**src/rtl/bp_weight_train_ctrl_pkg.sv**
```systemverilog
// bp_pkg: shared constants, record/state types and training decision for the weight-table trainer
package bp_pkg;
  localparam int NW = 8;
  localparam int WB = 9;
  localparam int IDXW = 8;
  localparam int SUMW = 12;
  localparam int THETA = 30;
  localparam int ROWS = 228;
  localparam int DEPTH = 4;
  localparam int AW = $clog2(DEPTH);
  localparam logic signed [WB-1:0] W_MAX = 9'sh0ff;
  localparam logic signed [WB-1:0] W_MIN = 9'sh100;
  localparam logic signed [SUMW:0] THETA_S = (SUMW+1)'(THETA);
  localparam logic [IDXW-1:0] ROWS_I = IDXW'(ROWS);
  typedef struct packed {
    logic [IDXW-1:0] idx;
    logic [NW-1:0] hist;
    logic taken;
    logic signed [SUMW-1:0] sum;
  } rec_t;
  typedef enum logic [1:0] {S_IDLE, S_RD, S_WAIT, S_WR} state_t;
  function automatic logic needs_train(rec_t r);
    logic signed [SUMW:0] s;
    logic signed [SUMW:0] a;
    s = {r.sum[SUMW-1], r.sum};
    a = s[SUMW] ? -s : s;
    return (r.idx < ROWS_I) && (((!s[SUMW]) != r.taken) || (a <= THETA_S));
  endfunction
endpackage

```
**src/rtl/bp_weight_row_update.sv**
```systemverilog
// bp_weight_row_update: saturating +/-1 update of every signed weight in a row
module bp_weight_row_update
  import bp_pkg::*;
(
  input  logic [NW*WB-1:0] row,
  input  logic [NW-1:0]    hist,
  input  logic             taken,
  output logic [NW*WB-1:0] upd
);
  for (genvar g = 0; g < NW; g++) begin : g_w
    logic signed [WB-1:0] w;
    assign w = row[g*WB +: WB];
    assign upd[g*WB +: WB] = (hist[g] == taken) ? ((w == W_MAX) ? w : w + WB'(1))
                                                : ((w == W_MIN) ? w : w - WB'(1));
  end
endmodule

```
**src/rtl/bp_weight_train_ctrl.sv**
```systemverilog
// bp_weight_train_ctrl: queues resolved branches and runs read-modify-write training of weight rows
module bp_weight_train_ctrl
  import bp_pkg::*;
(
  input  logic               fire,
  input  logic               rst,
  input  logic               i_resValid_1,
  output logic               o_resReady_1,
  input  logic [IDXW-1:0]    i_resIdx_8,
  input  logic [NW-1:0]      i_resHist_8,
  input  logic               i_resTaken_1,
  input  logic [SUMW-1:0]    i_resSum_12,
  input  logic               i_lookupReq_1,
  output logic               o_tblRdEn_1,
  output logic [IDXW-1:0]    o_tblRdIdx_8,
  input  logic [NW*WB-1:0]   i_tblRdData_72,
  output logic               o_tblWrEn_1,
  output logic [IDXW-1:0]    o_tblWrIdx_8,
  output logic [NW*WB-1:0]   o_tblWrData_72,
  output logic               o_busy_1,
  output logic [15:0]        o_updCnt_16
);
  rec_t mem [DEPTH];
  rec_t head;
  rec_t in_rec;
  logic [AW-1:0] rd_ptr;
  logic [AW-1:0] wr_ptr;
  logic [AW:0] cnt;
  state_t state;
  state_t nxt;
  logic [NW*WB-1:0] row_q;
  logic [NW*WB-1:0] row_upd;
  logic push;
  logic pop;
  logic rd_en;
  logic wr_en;
  logic head_train;
  assign in_rec = '{idx: i_resIdx_8, hist: i_resHist_8, taken: i_resTaken_1, sum: i_resSum_12};
  assign head = mem[rd_ptr];
  assign head_train = needs_train(head);
  assign o_resReady_1 = cnt != (AW+1)'(DEPTH);
  assign push = i_resValid_1 && o_resReady_1;
  assign o_tblRdEn_1 = rd_en;
  assign o_tblWrEn_1 = wr_en;
  assign o_tblRdIdx_8 = head.idx;
  assign o_tblWrIdx_8 = head.idx;
  assign o_tblWrData_72 = row_q;
  assign o_busy_1 = (state != S_IDLE) || (cnt != '0);
  bp_weight_row_update u_upd (
    .row   (i_tblRdData_72),
    .hist  (head.hist),
    .taken (head.taken),
    .upd   (row_upd)
  );
  always_ff @(posedge fire) begin
    if (push) mem[wr_ptr] <= in_rec;
  end
  always_ff @(posedge fire) begin
    if (rst) begin
      rd_ptr <= '0;
      wr_ptr <= '0;
      cnt <= '0;
    end else begin
      wr_ptr <= push ? wr_ptr + AW'(1) : wr_ptr;
      rd_ptr <= pop ? rd_ptr + AW'(1) : rd_ptr;
      cnt <= cnt + (AW+1)'(push) - (AW+1)'(pop);
    end
  end
  always_ff @(posedge fire) begin
    if (rst) begin
      state <= S_IDLE;
      o_updCnt_16 <= '0;
    end else begin
      state <= nxt;
      o_updCnt_16 <= (wr_en && o_updCnt_16 != 16'hffff) ? o_updCnt_16 + 16'd1 : o_updCnt_16;
    end
  end
  always_ff @(posedge fire) begin
    if (state == S_WAIT) row_q <= row_upd;
  end
  always_comb begin
    nxt = state;
    rd_en = 1'b0;
    wr_en = 1'b0;
    pop = 1'b0;
    case (state)
      S_IDLE: begin
        nxt = (cnt != '0 && head_train) ? S_RD : S_IDLE;
        pop = (cnt != '0) && !head_train;
      end
      S_RD: begin
        rd_en = !i_lookupReq_1 && !rst;
        nxt = i_lookupReq_1 ? S_RD : S_WAIT;
      end
      S_WAIT: nxt = S_WR;
      S_WR: begin
        wr_en = !i_lookupReq_1 && !rst;
        pop = wr_en;
        nxt = i_lookupReq_1 ? S_WR : S_IDLE;
      end
      default: nxt = S_IDLE;
    endcase
  end
endmodule

```
**config.mk**
```make
export PLATFORM = sky130hd
export DESIGN_NAME = bp_weight_train_ctrl
export DESIGN_NICKNAME = d
export VERILOG_FILES = /design/src/rtl/bp_weight_train_ctrl_pkg.sv /design/src/rtl/bp_weight_row_update.sv /design/src/rtl/bp_weight_train_ctrl.sv
export SDC_FILE = /design/constraint.sdc
export NUM_CORES = 1
export LEC_CHECK = 0
export CORE_MARGIN = 4
export CORE_UTILIZATION = 51
export DETAILED_ROUTE_END_ITERATION = 12
export PLACE_DENSITY_LB_ADDON = 0.25
export SYNTH_ARGS = -nofsm -noshare
export SYNTH_HDL_FRONTEND = slang
export SYNTH_HIERARCHICAL = 1
export SYNTH_SLANG_ARGS = --single-unit
```
**constraint.sdc**
```tcl
create_clock -name fire -period 9.32 [get_ports fire]
set_input_delay 2.796 -clock fire [delete_from_list [all_inputs] [get_ports fire]]
set_output_delay 2.796 -clock fire [all_outputs]
set_load 0.02 [all_outputs]
```
[Word-level counts from Yosys, hierarchy flattened]
Memories as Yosys holds them, arrays and structs flattened. A register that Yosys moved wholly into a read port is not among the register bits.
Cells that the tools add are included.
Word-level totals
  register bits: 97
  memory bits (writable): 116
  input bits: 105
  output and inout port bits: 108
  logic and storage cells: 112
  memories kept: 1
Memories
  mem: words 4, bits a word 29, rd ports 1, clocked after Yosys merged registers in 1, write ports 1, RTL line bp_weight_train_ctrl.sv:23  | rec_t mem [DEPTH];
Operators by class
  $add $sub $neg: 22
  $lt $le $gt $ge: 2
  equal/unequal tests: 30
  muxes and demuxes: 36
  reductions and logical operators: 15
Operators by type and width (count)
  two-way mux 9 bit: 24
  equality test 9 bit (second input constant): 16
  adder 9 x 2 -> 9 bit (second input constant): 8
  subtractor 9 x 2 -> 9 bit (second input constant): 8
  adder 16 x 1 -> 16 bit (second input constant): 1
  inequality test 16 bit (second input constant): 1
  less-or-equal comparator 13 x 6 -> 1 bit (second input constant): 1
  two-way mux 13 bit: 1
  negator 12 -> 13 bit: 1
  equality test 1 bit: 8
  < comparator 8 bit (second input constant): 1
  two-way mux 2 bit: 4
  case mux 2 bit (4 select lines): 1
  logical AND 1 bit: 6
  two-way mux 1 bit: 5
  adder 2 x 1 -> 2 bit (second input constant): 2
  equality test 2 bit (second input constant): 2
  logical NOT 1 bit: 4
  adder 3 x 1 -> 3 bit: 1
  inequality test 3 bit (second input constant): 1
  nonzero test 3 bit: 1
  subtractor 3 x 1 -> 3 bit: 1
  equality test 2 x 1 -> 1 bit (second input constant): 1
  logical NOT 2 bit: 1
  4 further kinds: 5

[Depth between registers and ports, before layout]
Gate-level depths: netlist of the first run.
  depth in word-level cells: 10
  gate-level depth with buffers: 17
  depth with buffers taken out: 16

[By module]
Netlist of the first run, hierarchy kept.
By module, submodules not included
  bp_weight_train_ctrl: times used 1, cells each 449, area an instance 8175.3 µm², sequential area each 6185.9 µm²
  bp_weight_row_update: times used 1, cells each 449, area an instance 3194.3 µm², sequential area each 0.0 µm²

[Worst setup path before layout of the first run]
Ideal clock, no wire load.
  kind: input -> output
  start point: input port rst
  end point: output port o_tblWrEn_1
  data arrival time: 3.354 ns
  required time: 6.524 ns
  path slack: 3.170 ns
  cell stages on the path: 4
  path buffers: 1
  path through: clkbuf_1 > nor2_1 > nand2_1 > inv_1
Between the ends
  word-level cells in the longest chain between the ends: 3
Ends and longest elaborated chain
  from (decl): RTL line bp_weight_train_ctrl.sv:6  | input logic rst,
  logical NOT 1 bit: RTL line bp_weight_train_ctrl.sv:97  | wr_en = !i_lookupReq_1 && !rst;
  logical AND 1 bit: RTL line bp_weight_train_ctrl.sv:97
  two-way mux 1 bit: RTL line bp_weight_train_ctrl.sv:86  | case (state)
  to (decl): RTL line bp_weight_train_ctrl.sv:17  | output logic o_tblWrEn_1,
Every way passes these cells.

[Worst setup path in the final report of the first run]
Same ends and word-level chain as after synthesis.

==> results of run 1 <==
==> final timing paths <==
check	startpoint	to	slack [ps]	cells past startpoint
setup reg to reg	flip-flop	cnt[2]	4750	17
setup / recovery	rst	o_tblWrEn_1	2130	6
hold reg to reg	wr_ptr[1]	wr_ptr[1]	500	2
hold / removal	wr_ptr[1]	wr_ptr[1]	500	2
==> flip-flops by register name, summed over array words and instances, names as in the netlist, named ones only <==
name	flops
rd_ptr	2
mem	116
o_tblWrData_72	72
o_updCnt_16	16
wr_ptr	2
cnt	3
state	2
==> cells in the mapped netlist (all sizes together) (4+ instances only) <==
cell type  number  area (sq um)
nor4            8         56.30
nor4b           8         88.83
a31oi          16         106.4
dfxtp          27         540.5
o21bai          4         30.03
o22ai          11         68.82
or2             4         25.03
a41oi           4         35.03
edfxtp        188          5645
mux2i           9         90.09
xnor2          46         417.9
and3           17         106.4
nand4          10         62.56
a22oi           9         67.56
nand3          38         190.2
clkbuf         15         57.55
o31ai          13         135.1
a21oi          24         123.9
nand2          38         142.6
nor2           52         195.2
inv            49         183.9
a211oi          7         57.55
nor2b          10         62.56
o21ai          26         130.1
mux4           29         664.4
or3            17         106.4
nor3b           4         35.03
nor3           24         131.4
and2            7         43.79
o211ai          8         60.06
a31o            4         35.03
nand2b         10         70.06
or4             4         30.03
o21a            5         37.54
buf            27         190.2
mux2            7         82.57
nand4b          4         35.03
nand3b          4         30.03
xor2           29         306.5
a21o            4         30.03
a32oi           5         51.30
ha             29         362.9
==> cell families after synthesis <==
family | after synthesis | share of synthesized area [%]
adders and majority gates | 30 | 3.367
xor gates and xnor gates | 75 | 6.372
muxes | 45 | 7.362
DFF | 215 | 54.41
buffers and inverters | 91 | 3.797
AOI/OAI and AO/OA | 169 | 11.06
and+or+nand+nor | 273 | 13.63
==> worst min-delay path: cells and delay by family, from the launching register on <==
family | cells | cell delay, ps
DFF | 1 | 340
and+or+nand+nor | 1 | 60
AOI/OAI and AO/OA | 1 | 50
==> per-layer routing <==
layer  vias up  wire, um  GRT usage, %  part of all wire (%)
li1       3862         -             -                     -
met1      3806     10230         25.23                    42
met2       258     12390         34.28                    51
met3        33      1428         2.832                   5.8
met4         0       449         4.220                   1.8
met5         -         0             0                     0
==> through the flow <==
stage	util, %	cell area (sq um)	hold slack (ps)	worst slack (ps)	power (mW)
3_5_place_dp	62.35	13650	492.8	2122	2.230
4_1_cts	66.41	14540	501.4	2113	3.276
2_1_floorplan	-	11370	469.2	3170	1.970
3_3_place_gp	62.35	13650	484.2	2124	2.206
6_report	66.41	14540	500.8	2133	3.244
5_1_grt	66.41	14540	519.7	2001	3.420
==> final cells by class <==
| class | instances | area, sq um | share of cell area [%] |
|---|---|---|---|
| sequential | 215 | 6187 | 42.56 |
| multi-input combinational | 592 | 4767 | 32.79 |
| timing repair buffer | 217 | 2160 | 14.85 |
| clock buffer | 30 | 653.1 | 4.493 |
| tap | 280 | 350.3 | 2.410 |
| clock inverter | 14 | 236.5 | 1.627 |
| inverter | 49 | 183.9 | 1.265 |
==> report_power, final <==
part           internal, mW  total [mW]  switching (mW)
clock                 0.664        1.04           0.372
combinational         0.446        1.04           0.591
sequential             1.15        1.17          0.0206
==> metrics.txt, run 1 <==
status complete, no violations; die area 24750 sq um; Port Buffers approximately 210; PD cells 223.1 nW/um^2; Pre-Repair DR Iteration Count 5; Worst EP required 6520 ps; Least-Margin Pin Slew 1013 ps; clock slew at reported path FFs 60 ps; Avg Inst Size Synth 12.66 sq um; f_max 0.1391 GHz; # hold bufs at CTS 0; commonest non-fill, non-tap cells in the layout clkdlybuf4s50_1 (212), edfxtp_1 (188), nor2_1 (52); clk sinks 215; Yosys warnings 6; htree depth 1; CTS Buf Count 24; Mapped Area ~11000 sq um; Top Family by Delay on Critical Path buffers and inverters; Antenna Cells 0; GRT overflow 0; Worst VDD drop about 0.0002 V; Total Neg Setup Slack 0 ps; EDFF count, synth roughly 190; sequential share of the synthesized area between 50% and 60%; Final Critical Period 7187 ps; Final #Nets between 1000 and 1500; clock latency on the worst-skew pair 510 ps; antenna violations before repair 0; total wire length 24500 um; Die Wd 157.3 um; Starting Density 51.94%; Buf+Inv Stages, Crit Path 4; crit path cell chain clkdlybuf4s50_1 -> buf_4 -> nor2_1 -> nand2_1 -> inv_1 -> clkdlybuf4s50_1; first-pass GRT wire length 39210 um; setup bufs post-CTS 0; cells after synthesis 898; placed insts between 1000 and 1500; CP Launch Type input pin; CTS root buf clkbuf_16; final worst-path cycle share 77.12%; slowest CP cell clkdlybuf4s50_1; asr flop ratio synth 0%; DR iter-0 viols 378; Hold Vio Cnt, Final 0; unrepaired setup endpoints after global routing false; die height 157.3 um; Total GRT Usage 19.28%; max-slew violation count 0; Yosys reg bits ~220; Worst EP arrival between 4000 and 5000 ps; Post-Layout Cell Count between 1000 and 1500; DP HPWL 17120 um; vias in the first global route 7834; Post-Syn Nets about 1000; commonest non-fill, non-tap cell in the layout clkdlybuf4s50_1; worst clock skew 16.35 ps; layout cells sized above 1 a little over 10%; Area Growth Syn to Fin 27.86%; CP peak stage delay 600 ps; # setup viols final 0; dominant synthesized flop cell edfxtp_1; Max FO, Critical Path 28; post-CTS resize count 0; Clock Tree Buf Depth 3; Worst setup EP type output port; Setup CP Type input pin to output port; FP Rows 54; Final ANT Viol Nets 0; Unique masters post-synth 89; DR vias 7959; wire length per cell 17.54 um; slew margin rel. 32.44%; routability congestion estimate 0.8827; largest net degree at the start of global routing 74; Post-route DRC 0; Core ar. about 22000 sq um; Boundary Pins 213; max_cap viols 0; CTS tree yes; Min-Delay Path Class flip-flop to flip-flop; leakage power 4.900 nW; Filler cells 1651; Via-to-Cell Ratio between 5 and 6; most used cell, CP clkdlybuf4s50_1
Power figures use the tool's default switching activity.
==> run 2: changes to the inputs <==
--- a/config.mk
+++ b/config.mk
@@ -6,7 +6,7 @@
 export NUM_CORES = 1
 export LEC_CHECK = 0
 export CORE_MARGIN = 4
-export CORE_UTILIZATION = 51
+export CORE_UTILIZATION = 48
 export DETAILED_ROUTE_END_ITERATION = 12
 export PLACE_DENSITY_LB_ADDON = 0.25
 export SYNTH_ARGS = -nofsm -noshare
==> constraint.sdc (replaced) <==
create_clock -name fire -period 6.3 [get_ports fire]
set_input_delay 1.89 -clock fire [delete_from_list [all_inputs] [get_ports fire]]
set_output_delay 1.89 -clock fire [all_outputs]
set_load 0.02 [all_outputs]
==> metrics.txt, run 2 (synthesized netlist as in run 1, its figures left out) <==
Total GRT Usage 17.76% (-1.5 points); commonest non-fill, non-tap cell in the layout clkdlybuf4s50_1; Starting Density 48.58% (-3.4 points); layout cells sized above 1 10.05% (-0.063 points); WHS Path Cells 2 (unchanged); r2r setup slk 1910 ps (-2840 ps); max-slew violation count 0 (unchanged); CP startpoint i_lookupReq_1; htree depth 1 (unchanged); post-CTS resize count 0 (unchanged); f_max 0.1922 GHz; DP HPWL 16800 um (-1.9%); final worst-path cycle share 82.59%; Die Wd 161.9 um (+2.9%); register area 6187 sq um (unchanged); Worst EP arrival 3310 ps (-1080 ps); GRT overflow 0 (unchanged); Hold Startpoint wr_ptr[1]; Boundary Pins 213 (unchanged); DR iter-0 viols 548 (+45%); clock slew at reported path FFs 60 ps (about the same); Worst R2R End cnt[2]; wire length per cell 16.80 um (-4.2%); CTS root buf clkbuf_16; Total Neg Setup Slack 0 ps (unchanged); slew margin rel. 31.03% (-1.4 points); worst clock skew 10.71 ps (-5.644 ps); Clock Tree Buf Depth 3 (unchanged); Worst setup EP type output port; Post-Layout Cell Count 1434 (+2.6%); Final Critical Period 5203 ps; Filler cells 1892 (+15%); # hold bufs at CTS 0 (unchanged); # setup viols final 0 (unchanged); clock latency on the worst-skew pair 510 ps (about the same); Core ar. 23400 sq um (+6.9%); unrepaired setup endpoints after global routing false; placed insts 1390 (+2.7%); FP Rows 56 (+3.7%); Hold Vio Cnt, Final 0 (unchanged); DR vias 8025 (+0.83%); Pre-Repair DR Iteration Count 6 (+1); Setup CP Type input pin to output port; R2R depth 14 (-3); first-pass GRT wire length 38760 um (-1.1%); Area Growth Syn to Fin 28.07%; Final #Nets 1232 (-0.16%); Final ANT Viol Nets 0 (unchanged); Worst VDD drop 0.0002799 V (+42%); Largest Register mem; max_cap viols 0 (unchanged); total wire length 24100 um (-1.6%); Via-to-Cell Ratio 5.596 (-1.8%); Max FO, Critical Path 4 (-86%); clk sinks 215 (unchanged); max reg flops 116 (unchanged); setup bufs post-CTS 0 (unchanged); die area 26210 sq um (+5.9%); Port Buffers 212 (unchanged); die height 161.9 um (+2.9%); PD cells 328.7 nW/um^2 (+47%); Least-Margin Pin Slew 1035 ps (+21.19 ps); Min-Delay Path Class flip-flop to flip-flop; Worst Hold End wr_ptr[1]; antenna violations before repair 0 (unchanged); status complete, no violations; Post-route DRC 0 (unchanged); CTS tree yes; area of the multi-input gates 4770 sq um (about the same); CP Launch Type input pin; CTS Buf Count 24 (unchanged); leakage power 4.892 nW (-0.16%); vias in the first global route 7770 (-0.82%); commonest non-fill, non-tap cells in the layout clkdlybuf4s50_1 (212), edfxtp_1 (188), nor2_1 (52); largest net degree at the start of global routing 74 (unchanged); Worst EP required 4410 ps (-2110 ps); routability congestion estimate 0.8661 (-1.9%)
## run 2: cell types whose count changed in the layout (fill, tap and decap cells not counted), moves of 2 or more
cell / change
and3_1: -2
buf_4: -2
clkbuf_16: +2
and3_2: +2
clkinvlp_4: -2
## run 2: area by class of cell
class / count / share of cell area (%)
well taps: 319 / 2.741
clock buffers: 32 / 4.769
flip-flops and latches: 215 / 42.49
diodes: 1 / 0.01719
repair buffers: 215 / 14.73
clock inverters: 11 / 1.237
inverters: 49 / 1.263
multi-input cells: 592 / 32.75
## run 2: power by group
group | internal (mW) | switching (mW) | leakage [nW]
Sequential | 1.70 | 0.0548 | 1.93
Combinational | 0.660 | 0.848 | 2.54
Clock | 0.975 | 0.546 | 0.428
Total | 3.34 | 1.45 | 4.89
## run 2: worst max path at each step
| stage | slack, ps | cells past startpoint | to |
|---|---|---|---|
| finish | 1100 | 5 | o_tblWrEn_1 |
| global route | 1030 | 5 | o_tblWrEn_1 |
| CTS | 1090 | 5 | o_tblWrEn_1 |
| detailed placement | 1100 | 5 | o_tblWrEn_1 |
| global placement | 1110 | 5 | o_tblWrEn_1 |
| floorplan | 1960 | 4 | o_tblWrEn_1 |
## run 2: layer usage
metal	part of all wire (%)	global-route usage (%)	vias to the layer above
met5	0	0	-
met4	1.5	4.421	0
met3	6.0	2.943	32
met2	49	30.33	258
met1	44	23.91	3864
li1	-	-	3871
## run 2: critical path, stage by stage
cell,delay (ps)
clkdlybuf4s50_1,460
nor2_1,150
nand2_1,130
inv_1,90
clkdlybuf4s50_1,600
## run 2: per-stage QoR
stage	setup WS, ps	util [%]	power, mW	hold slack (ps)	area, sq um
6_report	1097	62.22	4.787	498.4	14560
5_1_grt	1025	62.21	5.035	547.0	14560
4_1_cts	1088	62.21	4.835	499.2	14560
3_5_place_dp	1100	58.47	3.297	491.4	13680
3_3_place_gp	1106	58.47	3.267	483.6	13680
2_1_floorplan	1962	-	2.914	469.2	11370
==> run 3: changes to the inputs <==
--- a/config.mk
+++ b/config.mk
@@ -6,7 +6,7 @@
 export NUM_CORES = 1
 export LEC_CHECK = 0
 export CORE_MARGIN = 4
-export CORE_UTILIZATION = 48
+export CORE_UTILIZATION = 51
 export DETAILED_ROUTE_END_ITERATION = 12
 export PLACE_DENSITY_LB_ADDON = 0.25
 export SYNTH_ARGS = -nofsm -noshare
==> constraint.sdc (replaced) <==
create_clock -name fire -period 5.3 [get_ports fire]
set_input_delay 1.59 -clock fire [delete_from_list [all_inputs] [get_ports fire]]
set_output_delay 1.59 -clock fire [all_outputs]
set_load 0.02 [all_outputs]
==> metrics.txt, run 3 (synthesized netlist as in run 1, its figures left out) <==
status complete, no violations; clock slew at reported path FFs 60 ps (about the same); placed insts 1354 (-2.6%); worst clock skew 19.65 ps (+8.938 ps); post-CTS resize count 0 (unchanged); DR iter-0 viols 495 (-9.7%); Final ANT Viol Nets 0 (unchanged); max-slew violation count 0 (unchanged); Post-route DRC 0 (unchanged); clk sinks 215 (unchanged); P_sw 1.740 mW (+20%); vias in the first global route 7720 (-0.64%); unrepaired setup endpoints after global routing false; Pre-Repair DR Iteration Count 5 (-1); Least-Margin Pin Slew 1025 ps (-9.395 ps); worst hold slack 497.6 ps (-0.8020 ps); commonest non-fill, non-tap cell in the layout clkdlybuf4s50_1; Starting Density 51.94% (+3.4 points); Total Neg Setup Slack 0 ps (unchanged); clock latency on the worst-skew pair 520 ps (about the same); Worst VDD drop 0.0003134 V (+12%); max reg flops 116 (unchanged); Worst setup EP type output port; Die Wd 157.3 um (-2.8%); layout cells sized above 1 10.03% (-0.027 points); die height 157.3 um (-2.8%); largest net degree at the start of global routing 74 (unchanged); DP HPWL 16820 um (+0.12%); WHS Path Cells 2 (unchanged); max_cap viols 0 (unchanged); antenna violations before repair 0 (unchanged); f_max approximately 0.22 GHz; Clock power frac 30.3% (-1.5 points); setup bufs post-CTS 0 (unchanged); Area Growth Syn to Fin 27.25%; DR vias 8083 (+0.72%); htree depth 1 (unchanged); Post-Layout Cell Count 1397 (-2.6%); routability congestion estimate 0.8635 (-0.30%); CTS root buf clkbuf_16; # hold bufs at CTS 0 (unchanged); r2r setup slk 1290 ps (-620 ps); CP Launch Type input pin; Min-Delay Path Class flip-flop to flip-flop; die area 24750 sq um (-5.6%); Total GRT Usage 19.18% (+1.4 points); R2R depth 14 (unchanged); slew margin rel. 31.65% (+0.63 points); commonest non-fill, non-tap cells in the layout clkdlybuf4s50_1 (212), edfxtp_1 (188), nor2_1 (52); Antenna Cells 0 (-1); Worst Hold End o_updCnt_16[7]; FP Rows 54 (-3.6%); Power Internal 3.839 mW (+15%); Worst R2R End cnt[2]; total power 5.579 mW (+17%); wire length per cell 17.41 um (+3.6%); total wire length 24320 um (+0.90%); first-pass GRT wire length 39050 um (+0.75%); Clock Tree Buf Depth 3 (unchanged); Final Critical Period 4636 ps; Port Buffers 212 (unchanged); final worst-path cycle share 87.47%; CTS tree yes; Max FO, Critical Path 4 (unchanged); CTS Buf Count 24 (unchanged); Via-to-Cell Ratio 5.786 (+3.4%); Core ar. 21890 sq um (-6.5%); leakage power 4.874 nW (-0.38%); Hold Startpoint o_updCnt_16[7]; # setup viols final 0 (unchanged); Boundary Pins 213 (unchanged); Seq pwr share 37.2% (+0.5 points); Setup CP Type input pin to output port; Gate power share 32.5% (+1.0 points); Worst EP arrival 3050 ps (-260 ps); Largest Register mem; Hold Vio Cnt, Final 0 (unchanged); sw frac 31.19% (+0.90 points); Filler cells 1676 (-11%); PD cells 385.7 nW/um^2 (+17%); Final #Nets 1235 (+0.24%); Worst EP required 3710 ps (-700 ps); GRT overflow 0 (unchanged)
## run 3: cell count changes in the layout (fill, tap and decap cells not counted), sizes merged
| cell | previous run | this run |
|---|---|---|
| clkinvlp | 1 | 2 |
| clkbuf | 32 | 26 |
| inv | 49 | 50 |
| diode | 1 | 0 |
| bufinv | 5 | 4 |
| buf | 3 | 6 |
| clkinv | 5 | 10 |
## run 3: worst max-delay path: stages
cell             delay, ps
clkdlybuf4s50_1        460
nor2_1                 140
nand2_1                140
inv_1                  110
clkdlybuf4s50_1        600
## run 3: routing by layer
metal / routed length [um] / global-route usage (%) / vias to the layer above
li1: - / - / 3863
met1: 10150 / 25.72 / 3898
met2: 12140 / 33.12 / 292
met3: 1641 / 3.244 / 30
met4: 389 / 4.138 / 0
met5: 0 / 0 / -
## run 3: worst max-delay path by stage
stage / start / endpoint / slack [ps]
3_3_place_gp: i_lookupReq_1 / o_tblWrEn_1 / 670
3_5_place_dp: i_lookupReq_1 / o_tblWrEn_1 / 670
5_1_grt: i_lookupReq_1 / o_tblWrEn_1 / 560
6_report: i_lookupReq_1 / o_tblWrEn_1 / 660
4_1_cts: i_lookupReq_1 / o_tblWrEn_1 / 660
2_1_floorplan: flip-flop / cnt[2] / 1480
## run 3: metrics by stage
step	util [%]	worst slack [ps]	instance area, sq um
after floorplan	-	1478	11370
after detailed placement	62.38	665.4	13660
after global placement	62.38	674.1	13660
after CTS	66.09	656.4	14470
after global routing	66.09	556.5	14470
final	66.09	663.9	14470
## run 3: power by group through the flow
stage          clock network (mW)  logic [mW]  registers (mW)
2_1_floorplan                   0        1.37            2.10
3_3_place_gp                    0        1.78            2.11
3_5_place_dp                    0        1.81            2.11
4_1_cts                      1.73        1.82            2.08
5_1_grt                      1.80        1.99            2.09
6_report                     1.69        1.81            2.07
## run 3: final cells by class
type	instances	area (sq um)	area share, %
Timing Repair Buffer	218	2167	14.98
Inverter	49	183.9	1.271
Clock inverter	17	203.9	1.410
Clock buffer	26	608.1	4.203
Multi-Input combinational cell	592	4767	32.95
Tap cell	280	350.3	2.422
Sequential cell	215	6187	42.77
